## src/rtl/uart_rx_cfg_pkg.sv

```systemverilog
`default_nettype none
// ============================================================================
// Module  : uart_rx_cfg_pkg
// Brief   : Shared parity-mode codes, FSM state encoding and helpers for the
//           configurable UART receiver.
// Revision: 1.0 - initial release
// ============================================================================
package uart_rx_cfg_pkg;

    localparam logic [2:0] PAR_NONE  = 3'd0;
    localparam logic [2:0] PAR_EVEN  = 3'd1;
    localparam logic [2:0] PAR_ODD   = 3'd2;
    localparam logic [2:0] PAR_MARK  = 3'd3;
    localparam logic [2:0] PAR_SPACE = 3'd4;

    typedef enum logic [2:0] {
        ST_IDLE   = 3'd0,
        ST_START  = 3'd1,
        ST_DATA   = 3'd2,
        ST_PARITY = 3'd3,
        ST_STOP   = 3'd4,
        ST_BRK    = 3'd5
    } state_t;

    // Codes 5..7 have no meaning on the line and behave as "no parity".
    function automatic logic [2:0] norm_parity(input logic [2:0] mode);
        return (mode > PAR_SPACE) ? PAR_NONE : mode;
    endfunction

endpackage
`default_nettype wire

```

## src/rtl/uart_rx_cfg_if.sv

```systemverilog
`default_nettype none
// ============================================================================
// Module  : uart_rx_cfg_if
// Brief   : AXI-stream character channel from the UART receiver to its sink.
// Revision: 1.0 - initial release
// ============================================================================
interface uart_rx_cfg_if #(
    parameter int DATA_WIDTH = 8
);
    logic [DATA_WIDTH-1:0] tdata;
    logic                  tuser;
    logic                  tvalid;
    logic                  tready;

    modport master (output tdata, output tuser, output tvalid, input tready);
    modport slave  (input tdata, input tuser, input tvalid, output tready);
endinterface
`default_nettype wire

```

## src/rtl/uart_rx_cfg_bit_sampler.sv

```systemverilog
`default_nettype none
// ============================================================================
// Module  : uart_rx_cfg_bit_sampler
// Brief   : rxd synchroniser, falling-edge detect, per-bit timing counter and
//           3-sample majority vote with sample/bit-end strobes.
// Revision: 1.0 - initial release
// ============================================================================
module uart_rx_cfg_bit_sampler #(
    parameter int PRESCALE_W = 16
) (
    input  wire logic                  clk,
    input  wire logic                  rst_n,
    input  wire logic                  rxd,
    input  wire logic                  active,
    input  wire logic                  restart,
    input  wire logic [PRESCALE_W-1:0] prescale,
    output logic                       rxd_s,
    output logic                       fall,
    output logic                       mid,
    output logic                       bit_valid,
    output logic                       bit_end,
    output logic                       bit_val
);
    localparam int CW = PRESCALE_W + 3;

    logic          sync1;
    logic          sync2;
    logic          rxd_d;
    logic [CW-1:0] cnt;
    logic [CW-1:0] p3;
    logic [CW-1:0] p4;
    logic [CW-1:0] p5;
    logic [CW-1:0] last;
    logic          samp3;
    logic          samp4;

    assign p3   = {3'b000, prescale} + {2'b00, prescale, 1'b0};
    assign p4   = {1'b0, prescale, 2'b00};
    assign p5   = p4 + {3'b000, prescale};
    assign last = {prescale, 3'b000} - CW'(1);

    // Two-stage synchroniser plus one delayed copy for edge detection.
    always_ff @(posedge clk) begin
        if (!rst_n) begin
            sync1 <= 1'b1;
            sync2 <= 1'b1;
            rxd_d <= 1'b1;
        end else begin
            sync1 <= rxd;
            sync2 <= sync1;
            rxd_d <= sync2;
        end
    end

    // The start-detect cycle is position 0, so a restart loads position 1.
    always_ff @(posedge clk) begin
        if (!rst_n) begin
            cnt <= '0;
        end else if (restart) begin
            cnt <= CW'(1);
        end else if (active) begin
            cnt <= (cnt == last) ? '0 : cnt + CW'(1);
        end
    end

    // Hold the first two votes; the third is the live line at prescale*5.
    always_ff @(posedge clk) begin
        if (!rst_n) begin
            samp3 <= 1'b0;
            samp4 <= 1'b0;
        end else if (active) begin
            if (cnt == p3) samp3 <= sync2;
            if (cnt == p4) samp4 <= sync2;
        end
    end

    assign rxd_s     = sync2;
    assign fall      = rxd_d & ~sync2;
    assign mid       = active && (cnt == p4);
    assign bit_valid = active && (cnt == p5);
    assign bit_end   = active && (cnt == last);
    assign bit_val   = (samp3 & samp4) | (samp3 & sync2) | (samp4 & sync2);

endmodule
`default_nettype wire

```

## src/rtl/uart_rx_cfg.sv

```systemverilog
`default_nettype none
// ============================================================================
// Module  : uart_rx_cfg
// Brief   : Runtime-configurable UART receiver (5..DATA_WIDTH bits, parity,
//           1/2 stop bits) with glitch rejection, majority sampling, parity,
//           frame, overrun and break reporting onto an AXI-stream channel.
// Revision: 1.0 - initial release
// ============================================================================
module uart_rx_cfg #(
    parameter int DATA_WIDTH = 8,
    parameter int PRESCALE_W = 16
) (
    input  wire logic                  clk,
    input  wire logic                  rst_n,
    uart_rx_cfg_if.master              output_axis,
    input  wire logic                  rxd,
    output logic                       busy,
    output logic                       overrun_error,
    output logic                       frame_error,
    output logic                       break_detect,
    input  wire logic [PRESCALE_W-1:0] prescale,
    input  wire logic [3:0]            cfg_data_bits,
    input  wire logic [2:0]            cfg_parity,
    input  wire logic                  cfg_stop2
);
    import uart_rx_cfg_pkg::*;

    localparam logic [3:0] DW4 = 4'(DATA_WIDTH);

    state_t                  state;
    state_t                  next_state;

    logic [PRESCALE_W-1:0]   lat_prescale;
    logic [3:0]              lat_bits;
    logic [2:0]              lat_parity;
    logic                    lat_stop2;
    logic [3:0]              eff_bits;

    logic                    start_ok;
    logic                    second_stop;
    logic                    perr;
    logic                    any_one;
    logic                    par_bit;
    logic                    par_acc;
    logic                    exp_par;
    logic [3:0]              bit_idx;
    logic [DATA_WIDTH-1:0]   shift_reg;
    logic [DATA_WIDTH-1:0]   rx_char;

    logic                    rxd_s;
    logic                    fall;
    logic                    mid;
    logic                    bit_valid;
    logic                    bit_end;
    logic                    bit_val;
    logic                    active;

    logic                    start_det;
    logic                    char_ok;
    logic                    frame_flt;
    logic                    brk_flt;

    logic [DATA_WIDTH-1:0]   axis_tdata;
    logic                    axis_tuser;
    logic                    axis_tvalid;

    assign eff_bits = (cfg_data_bits < 4'd5 || cfg_data_bits > DW4) ? DW4 : cfg_data_bits;
    assign active   = (state == ST_START) || (state == ST_DATA) ||
                      (state == ST_PARITY) || (state == ST_STOP);

    uart_rx_cfg_bit_sampler #(
        .PRESCALE_W (PRESCALE_W)
    ) u_sampler (
        .clk       (clk),
        .rst_n     (rst_n),
        .rxd       (rxd),
        .active    (active),
        .restart   (start_det),
        .prescale  (lat_prescale),
        .rxd_s     (rxd_s),
        .fall      (fall),
        .mid       (mid),
        .bit_valid (bit_valid),
        .bit_end   (bit_end),
        .bit_val   (bit_val)
    );

    // Expected parity bit for the latched mode given the accumulated data XOR.
    always_comb begin
        exp_par = 1'b0;
        case (lat_parity)
            PAR_EVEN: exp_par = par_acc;
            PAR_ODD:  exp_par = ~par_acc;
            PAR_MARK: exp_par = 1'b1;
            default:  exp_par = 1'b0;
        endcase
    end

    // FSM state register.
    always_ff @(posedge clk) begin
        if (!rst_n) state <= ST_IDLE;
        else        state <= next_state;
    end

    // Next state and one-cycle event strobes for the datapath.
    always_comb begin
        next_state = state;
        start_det  = 1'b0;
        char_ok    = 1'b0;
        frame_flt  = 1'b0;
        brk_flt    = 1'b0;
        case (state)
            ST_IDLE: begin
                if (prescale != '0 && fall) begin
                    next_state = ST_START;
                    start_det  = 1'b1;
                end
            end
            ST_START: begin
                if (mid && rxd_s)  next_state = ST_IDLE;
                else if (bit_end)  next_state = ST_DATA;
            end
            ST_DATA: begin
                if (bit_end && bit_idx == lat_bits - 4'd1)
                    next_state = (lat_parity == PAR_NONE) ? ST_STOP : ST_PARITY;
            end
            ST_PARITY: begin
                if (bit_end) next_state = ST_STOP;
            end
            ST_STOP: begin
                // Decide at the third vote so a back-to-back start is not missed.
                if (bit_valid) begin
                    if (!bit_val) begin
                        if (!any_one && !par_bit) begin
                            brk_flt    = 1'b1;
                            next_state = ST_BRK;
                        end else begin
                            frame_flt  = 1'b1;
                            next_state = ST_IDLE;
                        end
                    end else if (!lat_stop2 || second_stop) begin
                        char_ok    = 1'b1;
                        next_state = ST_IDLE;
                    end
                end
            end
            ST_BRK: begin
                if (rxd_s) next_state = ST_IDLE;
            end
            default: next_state = ST_IDLE;
        endcase
    end

    // Per-character configuration snapshot, shift register and status flags.
    always_ff @(posedge clk) begin
        if (!rst_n) begin
            lat_prescale <= '0;
            lat_bits     <= DW4;
            lat_parity   <= PAR_NONE;
            lat_stop2    <= 1'b0;
            start_ok     <= 1'b0;
            second_stop  <= 1'b0;
            perr         <= 1'b0;
            any_one      <= 1'b0;
            par_bit      <= 1'b0;
            par_acc      <= 1'b0;
            bit_idx      <= '0;
            shift_reg    <= '0;
        end else begin
            if (start_det) begin
                lat_prescale <= prescale;
                lat_bits     <= eff_bits;
                lat_parity   <= norm_parity(cfg_parity);
                lat_stop2    <= cfg_stop2;
                start_ok     <= 1'b0;
                second_stop  <= 1'b0;
                perr         <= 1'b0;
                any_one      <= 1'b0;
                par_bit      <= 1'b0;
                par_acc      <= 1'b0;
                bit_idx      <= '0;
            end
            if (state == ST_START && mid && !rxd_s) start_ok <= 1'b1;
            if (state == ST_DATA) begin
                if (bit_valid) begin
                    shift_reg <= {bit_val, shift_reg[DATA_WIDTH-1:1]};
                    par_acc   <= par_acc ^ bit_val;
                    any_one   <= any_one | bit_val;
                end
                if (bit_end) bit_idx <= bit_idx + 4'd1;
            end
            if (state == ST_PARITY && bit_valid) begin
                par_bit <= bit_val;
                perr    <= (bit_val != exp_par);
            end
            if (state == ST_STOP && bit_end) second_stop <= 1'b1;
        end
    end

    // Characters enter at the MSB end; shift down to right-justify.
    assign rx_char = shift_reg >> (DW4 - lat_bits);

    // Output register and status pulses; a delivery beats a same-cycle accept.
    always_ff @(posedge clk) begin
        if (!rst_n) begin
            axis_tdata    <= '0;
            axis_tuser    <= 1'b0;
            axis_tvalid   <= 1'b0;
            overrun_error <= 1'b0;
            frame_error   <= 1'b0;
            break_detect  <= 1'b0;
        end else begin
            overrun_error <= 1'b0;
            frame_error   <= frame_flt;
            break_detect  <= brk_flt;
            if (char_ok && !(axis_tvalid && !output_axis.tready)) begin
                axis_tdata  <= rx_char;
                axis_tuser  <= perr;
                axis_tvalid <= 1'b1;
            end else begin
                if (char_ok) overrun_error <= 1'b1;
                if (axis_tvalid && output_axis.tready) axis_tvalid <= 1'b0;
            end
        end
    end

    assign output_axis.tdata  = axis_tdata;
    assign output_axis.tuser  = axis_tuser;
    assign output_axis.tvalid = axis_tvalid;

    assign busy = ((state == ST_START) && start_ok) || (state == ST_DATA) ||
                  (state == ST_PARITY) || (state == ST_STOP) || (state == ST_BRK);

endmodule
`default_nettype wire
```

## src/flat_wrapper.sv

```systemverilog
// flat-port wrapper written by rule: the top's interface ports become plain ports
module uart_rx_cfg_flat import uart_rx_cfg_pkg::*;
#(
    parameter int DATA_WIDTH = 8,
    parameter int PRESCALE_W = 16
)
  (clk, rst_n, rxd, busy, overrun_error, frame_error, break_detect, prescale, cfg_data_bits, cfg_parity, cfg_stop2, output_axis_tdata, output_axis_tuser, output_axis_tvalid, output_axis_tready);
  uart_rx_cfg_if #(.DATA_WIDTH(DATA_WIDTH)) output_axis_i ();
  input  wire logic clk;
  input  wire logic rst_n;
  input  wire logic rxd;
  output logic busy;
  output logic overrun_error;
  output logic frame_error;
  output logic break_detect;
  input  wire logic [PRESCALE_W-1:0] prescale;
  input  wire logic [3:0] cfg_data_bits;
  input  wire logic [2:0] cfg_parity;
  input  wire logic cfg_stop2;
  output wire logic [$bits(output_axis_i.tdata)-1:0] output_axis_tdata;
  output wire logic [$bits(output_axis_i.tuser)-1:0] output_axis_tuser;
  output wire logic [$bits(output_axis_i.tvalid)-1:0] output_axis_tvalid;
  input wire logic [$bits(output_axis_i.tready)-1:0] output_axis_tready;
  assign output_axis_tdata = output_axis_i.tdata;
  assign output_axis_tuser = output_axis_i.tuser;
  assign output_axis_tvalid = output_axis_i.tvalid;
  assign output_axis_i.tready = output_axis_tready;
  uart_rx_cfg #(.DATA_WIDTH(DATA_WIDTH), .PRESCALE_W(PRESCALE_W)) u_core (.clk(clk), .rst_n(rst_n), .output_axis(output_axis_i), .rxd(rxd), .busy(busy), .overrun_error(overrun_error), .frame_error(frame_error), .break_detect(break_detect), .prescale(prescale), .cfg_data_bits(cfg_data_bits), .cfg_parity(cfg_parity), .cfg_stop2(cfg_stop2));
endmodule
```

## config.mk

```make
export PLATFORM = sky130hd
export DESIGN_NAME = uart_rx_cfg_flat
export DESIGN_NICKNAME = d
export VERILOG_FILES = /design/src/rtl/uart_rx_cfg_pkg.sv /design/src/rtl/uart_rx_cfg_if.sv /design/src/rtl/uart_rx_cfg_bit_sampler.sv /design/src/rtl/uart_rx_cfg.sv /design/src/flat_wrapper.sv
export SDC_FILE = /design/constraint.sdc
export NUM_CORES = 1
export LEC_CHECK = 0
export ABC_AREA = 1
export CAP_MARGIN = 20
export CORE_AREA = 2 2 114 116
export CTS_CLUSTER_DIAMETER = 30
export DETAILED_ROUTE_END_ITERATION = 16
export DIE_AREA = 0 0 116 118
export PLACE_DENSITY = 0.79
export REMOVE_ABC_BUFFERS = 1
export SYNTH_ARGS = -nofsm -noshare
export SYNTH_HDL_FRONTEND = slang
export SYNTH_HIERARCHICAL = 1
export SYNTH_SLANG_ARGS = --single-unit
```

## constraint.sdc

```tcl
create_clock -name clk -period 9.7 [get_ports clk]
set_clock_uncertainty 0.05 [all_clocks]
set_input_delay 1.94 -clock clk [delete_from_list [all_inputs] [get_ports clk]]
set_output_delay 1.94 -clock clk [all_outputs]
set_load 0.05 [all_outputs]
```

# Word-level counts from Yosys, hierarchy flattened
# Cells that the tools add are included.
# classes
n_addsub	7
shifts	1
n_reduce_logical	45
eq_ne	21
order_cmp	3
n_mux	43
bitwise	13
# ops
operator	n
19-bit by 18-bit == test with 1-bit output	2
19-bit == test	2
3-bit two-way mux	12
1-bit two-way mux	24
18-bit by 16-bit adder with 19-bit output	1
19-bit by 1-bit adder with 19-bit output (second input constant)	1
19-bit two-way mux	1
19-bit by 1-bit subtractor with 19-bit output (second input constant)	1
16-bit by 17-bit adder with 18-bit output	1
3-bit case mux with 6 select lines	1
4-bit two-way mux	4
16-bit nonzero test	1
1-bit logical AND	15
3-bit by 2-bit == test with 1-bit output (second input constant)	4
2-bit nonzero test	5
1-bit logical OR	9
2-bit by 1-bit inequality test with 1-bit output (second input constant)	4
8-bit by 4-bit right shift with 8-bit output	1
7-bit AND reduction	1
3-bit by 1-bit == test with 1-bit output (second input constant)	2
3-bit == test (second input constant)	2
1-bit logical NOT	6
3-bit logical NOT	2
2-bit AND reduction	3
other kinds (18)	28
# totals
wordCells	159
ff_bits	82
inputBits	28
output_inout_bits	14

# Depth between registers and ports, before layout
# depth
word_depth	9
mapped_depth	23
ltp_nobuf	23

# Hierarchy
# Netlist, hierarchy kept.
# modules_own_cells
module	area_each_um2	n_inst	seq_area_each_um2	cells_each
uart_rx_cfg_bit_sampler	4578.1	1	480.5	784
uart_rx_cfg	2742.6	1	1161.1	401

# Worst setup path before layout
# OpenSTA, ideal clock, no wires.
# synth_path
kind	input to register
startpoint	input prescale[6]
endpoint	register u_core.u_sampler.cnt[11]
slack_ps	6553
setup_ps	64
cell_stages	11
n_path_buf	2
t_required_ps	9586
arrival_time_ps	3034
path_cell_list	nor2_1 -> nand2_1 -> nor2_1 -> nand2_1 -> nand3_2 -> inv_2 -> buf_4 -> nor2_1 -> o21ai_2 -> buf_6 -> nor2_1
# synth_between
elab_chain_cells	5
# synth_rtl
item	line_no	source
from (decl)	flat_wrapper.sv:16	input wire logic [PRESCALE_W-1:0] prescale;
16-bit nonzero test	uart_rx_cfg.sv:114	if (prescale != '0 && fall) begin
1-bit logical AND	uart_rx_cfg.sv:114	
1-bit two-way mux	uart_rx_cfg.sv:114	
1-bit two-way mux	uart_rx_cfg.sv:112	case (state)
named net u_core.start_det	uart_rx_cfg.sv:58	logic start_det;
2-bit OR reduction (no line)	n/a	
to (signal assigned)	uart_rx_cfg_bit_sampler.sv:62	cnt <= (cnt == last) ? '0 : cnt + CW'(1);
to (decl)	uart_rx_cfg_bit_sampler.sv:29	logic [CW-1:0] cnt;
# The timed path passes the listed nets, and every way through them passes these cells.
# A chain may end at the register's enable or synchronous reset.

# Worst setup path after layout
# layout_path
startpoint	input prescale[2]
endpoint	register u_core.u_sampler.cnt[14]
# layout_between
elab_chain_cells	5
# layout_rtl
item	line_no
16-bit nonzero test	uart_rx_cfg.sv:114
1-bit logical AND	uart_rx_cfg.sv:114
1-bit two-way mux	uart_rx_cfg.sv:114
1-bit two-way mux	uart_rx_cfg.sv:112
2-bit OR reduction (no line)	n/a
# Every way passes these cells.

==> results.toml <==
[status]
outcome = "finished, final reports clean"

[critical_path]
worst_setup_path_start_kind = "primary input"
r2r_cells = 20
crit_path_max_incr_delay_ns = 0.70
crit_fanout = 34
critical-path-top-delay-family = "buffers and inverters"
worstSetupPathType = "in2reg"
r2r_slack_ns = 5.69
crit_path_end_kind = "flop"
crit_buf_inv = 2
r2r-start = "u_core/lat_prescale[0]"
worstPathCellList = "clkdlybuf4s50_1, nor2_1, nand2_1, nor2_1, nand2_1, nand3_2, inv_2, nor2_1, o21ai_2, nor2_1"
required_ns = 9.85
cp_common_cell = "nor2_1"
crit_slowest_cell = "inv_2"
rr_endpoint = "u_core/state[1]"
arrival_ns = 4.59

[clocking]
htreeDepth = 3
cts_tree = "yes"
cts_root_buf = "clkbuf_16"
insertion_delay_ns = 0.34
path_clk_slew_ns = 0.06
hold_buffers = 0
numClockSinks = 82
cts-resized-gates = 0
cts-buffers-inserted = 9
postCtsSetupBuffers = 0
cts_buffer_depth = 2

[power]
p_leak_nw = 3.75
power.total_mw = 1.27
vdd_drop_max_v = 0.000119
cellPowerDensity_nw_per_um2 = 157

[synthesis]
postSynthAreaPerCell_um2 = 6.18
synthFlopType = "dfxtp_1"
yosys.cell_types.count = 51
ys_ff_latch = 82
synthCells = 1185
ys_warn_count = 6
seq_area_frac_synth_pct = 22.4
synth_area_um2 = 7320
synth_xor_xnor_area_share_pct = 8.61
synthMuxAreaShare_pct = 0.137
synthAdderAreaFrac_pct = 9.26
async_reset_ff_share_pct = 0
synth_compound_area_share_pct = 11.9
synth_edf_count = 0
synth-simple-area-share_pct = 37.3
synth_top_family_by_area = "simple AND/OR/NAND/NOR gates"

[cells_and_area]
diodes = 0
regMostFlops = "u_core/u_sampler/cnt"
multi_input_area_um2 = 4920
nNetsFinal = 1289
drive_gt1_share_pct = 3.87
post-route-util_pct = 65.0
nFillCells = 1220
final_common_cell = "nand2_1"
top_regs = "u_core/u_sampler/cnt x19, u_core/lat_prescale x16"
layout_common_cells = "nand2_1, inv_1, nor2_1"
seqCellArea_um2 = 1640
area_growth_syn_to_layout_pct = 10.2
largest_register_ffs = 19

[routing]
drt_drc_violations_left = 0
wl_um = 20700
vias = 7694
firstDrtPassIters = 7
ant_nets = 0
routedWlPerCell_um = 14.9
dr.first_iter.drc_count = 714
vias_per_cell = 5.56

[timing]
period_minus_slack_ns = 4.44
period_share_pct = 45.8
rsz0062_at_grt = "false"
timing.slew.headroom_pct = 43.6
final.setup.tns_ns = 0
max_freq_mhz = 225
hold_slack_ns = 0.370
hold_viol = 0
worst_pin_slew_ns = 0.843
setup_slack_ns = 5.26
final_max_slew_viol_count = 0
setup_viol_count_final = 0

[run]
cap_violations = 0

[place]
post-place-ws_ns = 4.92
io_buffer_count = 41
gp_congestion = 0.966
hpwlAfterDp_um = 15700

[grt]
antenna_found_initial = 0
grt_pass1_wl_um = 33800
grt_pass1_vias = 7052
grt_max_degree = 42
grtUsageTotal_pct = 30.9
overflow = 0

[floorplan]
die_area_um2 = 13700
die_x_um = 116
fp-row-count = 41
ios = 42
core_area_um2 = 12400
dieHeight_um = 118
start_util_pct = 59.0

[worst_hold_path]
hp-start = "u_core/u_sampler/sync1"
min_path_cells = 1
hold_class = "reg2reg"
min_to = "u_core/u_sampler/rxd_s"
-- metal layers --
metal / track usage (%) / share of wire [%]
met2: 50.1 / 45
met4: 13.8 / 4.0
met3: 4.43 / 7.0
met5: 0 / 0
met1: 40.3 / 43
-- Yosys cell counts (all sizes together) (4+ instances only) --
master	count	area, um2
nand3	97	490
buf	23	146
nand3b	6	45.0
inv	154	578
xor2	47	412
a21oi	83	423
xnor2	25	219
ha	51	638
o22ai	4	25.0
o21ai	45	229
o211ai	5	37.5
nor2	127	507
or2	9	56.3
nand2	340	1290
nand4	22	153
a211oi	4	30.0
dfxtp	82	1640
o2111ai	4	35.0
nor3	20	110
nor4	7	43.8
clkbuf	8	31.3
-- per-stage QoR --
step | instance area (um2) | cells
6_report | 8060 | 1385
5_1_grt | 8060 | 1385
2_1_floorplan | 7140 | 1154
4_1_cts | 8060 | 1385
3_3_place_gp | 7780 | 1369
3_5_place_dp | 7780 | 1369
-- worst max-delay path by stage --
stage | cells past startpoint | startpoint | to
2_1_floorplan | 9 | prescale[6] | u_core/u_sampler/cnt[11]
4_1_cts | 10 | prescale[2] | u_core/u_sampler/cnt[7]
3_3_place_gp | 10 | prescale[2] | u_core/u_sampler/cnt[14]
5_1_grt | 10 | prescale[2] | u_core/u_sampler/cnt[14]
6_report | 10 | prescale[2] | u_core/u_sampler/cnt[14]
3_5_place_dp | 10 | prescale[2] | u_core/u_sampler/cnt[7]
-- area by class of cell --
cell class	count	area share (%)
well taps	172	2.67
clock inverters	7	0.683
inverters	155	7.21
clock buffers	9	2.79
repair buffers	43	5.28
multi-input cells	917	61.0
flip-flops and latches	82	20.4
-- power breakdown --
part | leakage [nW] | internal, mW | switching, mW
registers | 0.663 | 0.361 | 0.0372
clock network | 0.137 | 0.175 | 0.142
logic | 2.95 | 0.187 | 0.366
total | 3.75 | 0.724 | 0.545
-- kinds of logic (layout without fill, tap and decap cells) --
kind of cell	count (synthesis)	in the layout
fa+ha+maj	53	53
flops	82	82
xor+xnor	72	72
simple gates	634	634
compound gates	157	157
buf+inv	186	214
mux	1	1
Note: power is estimated with default switching activity, not from simulation.
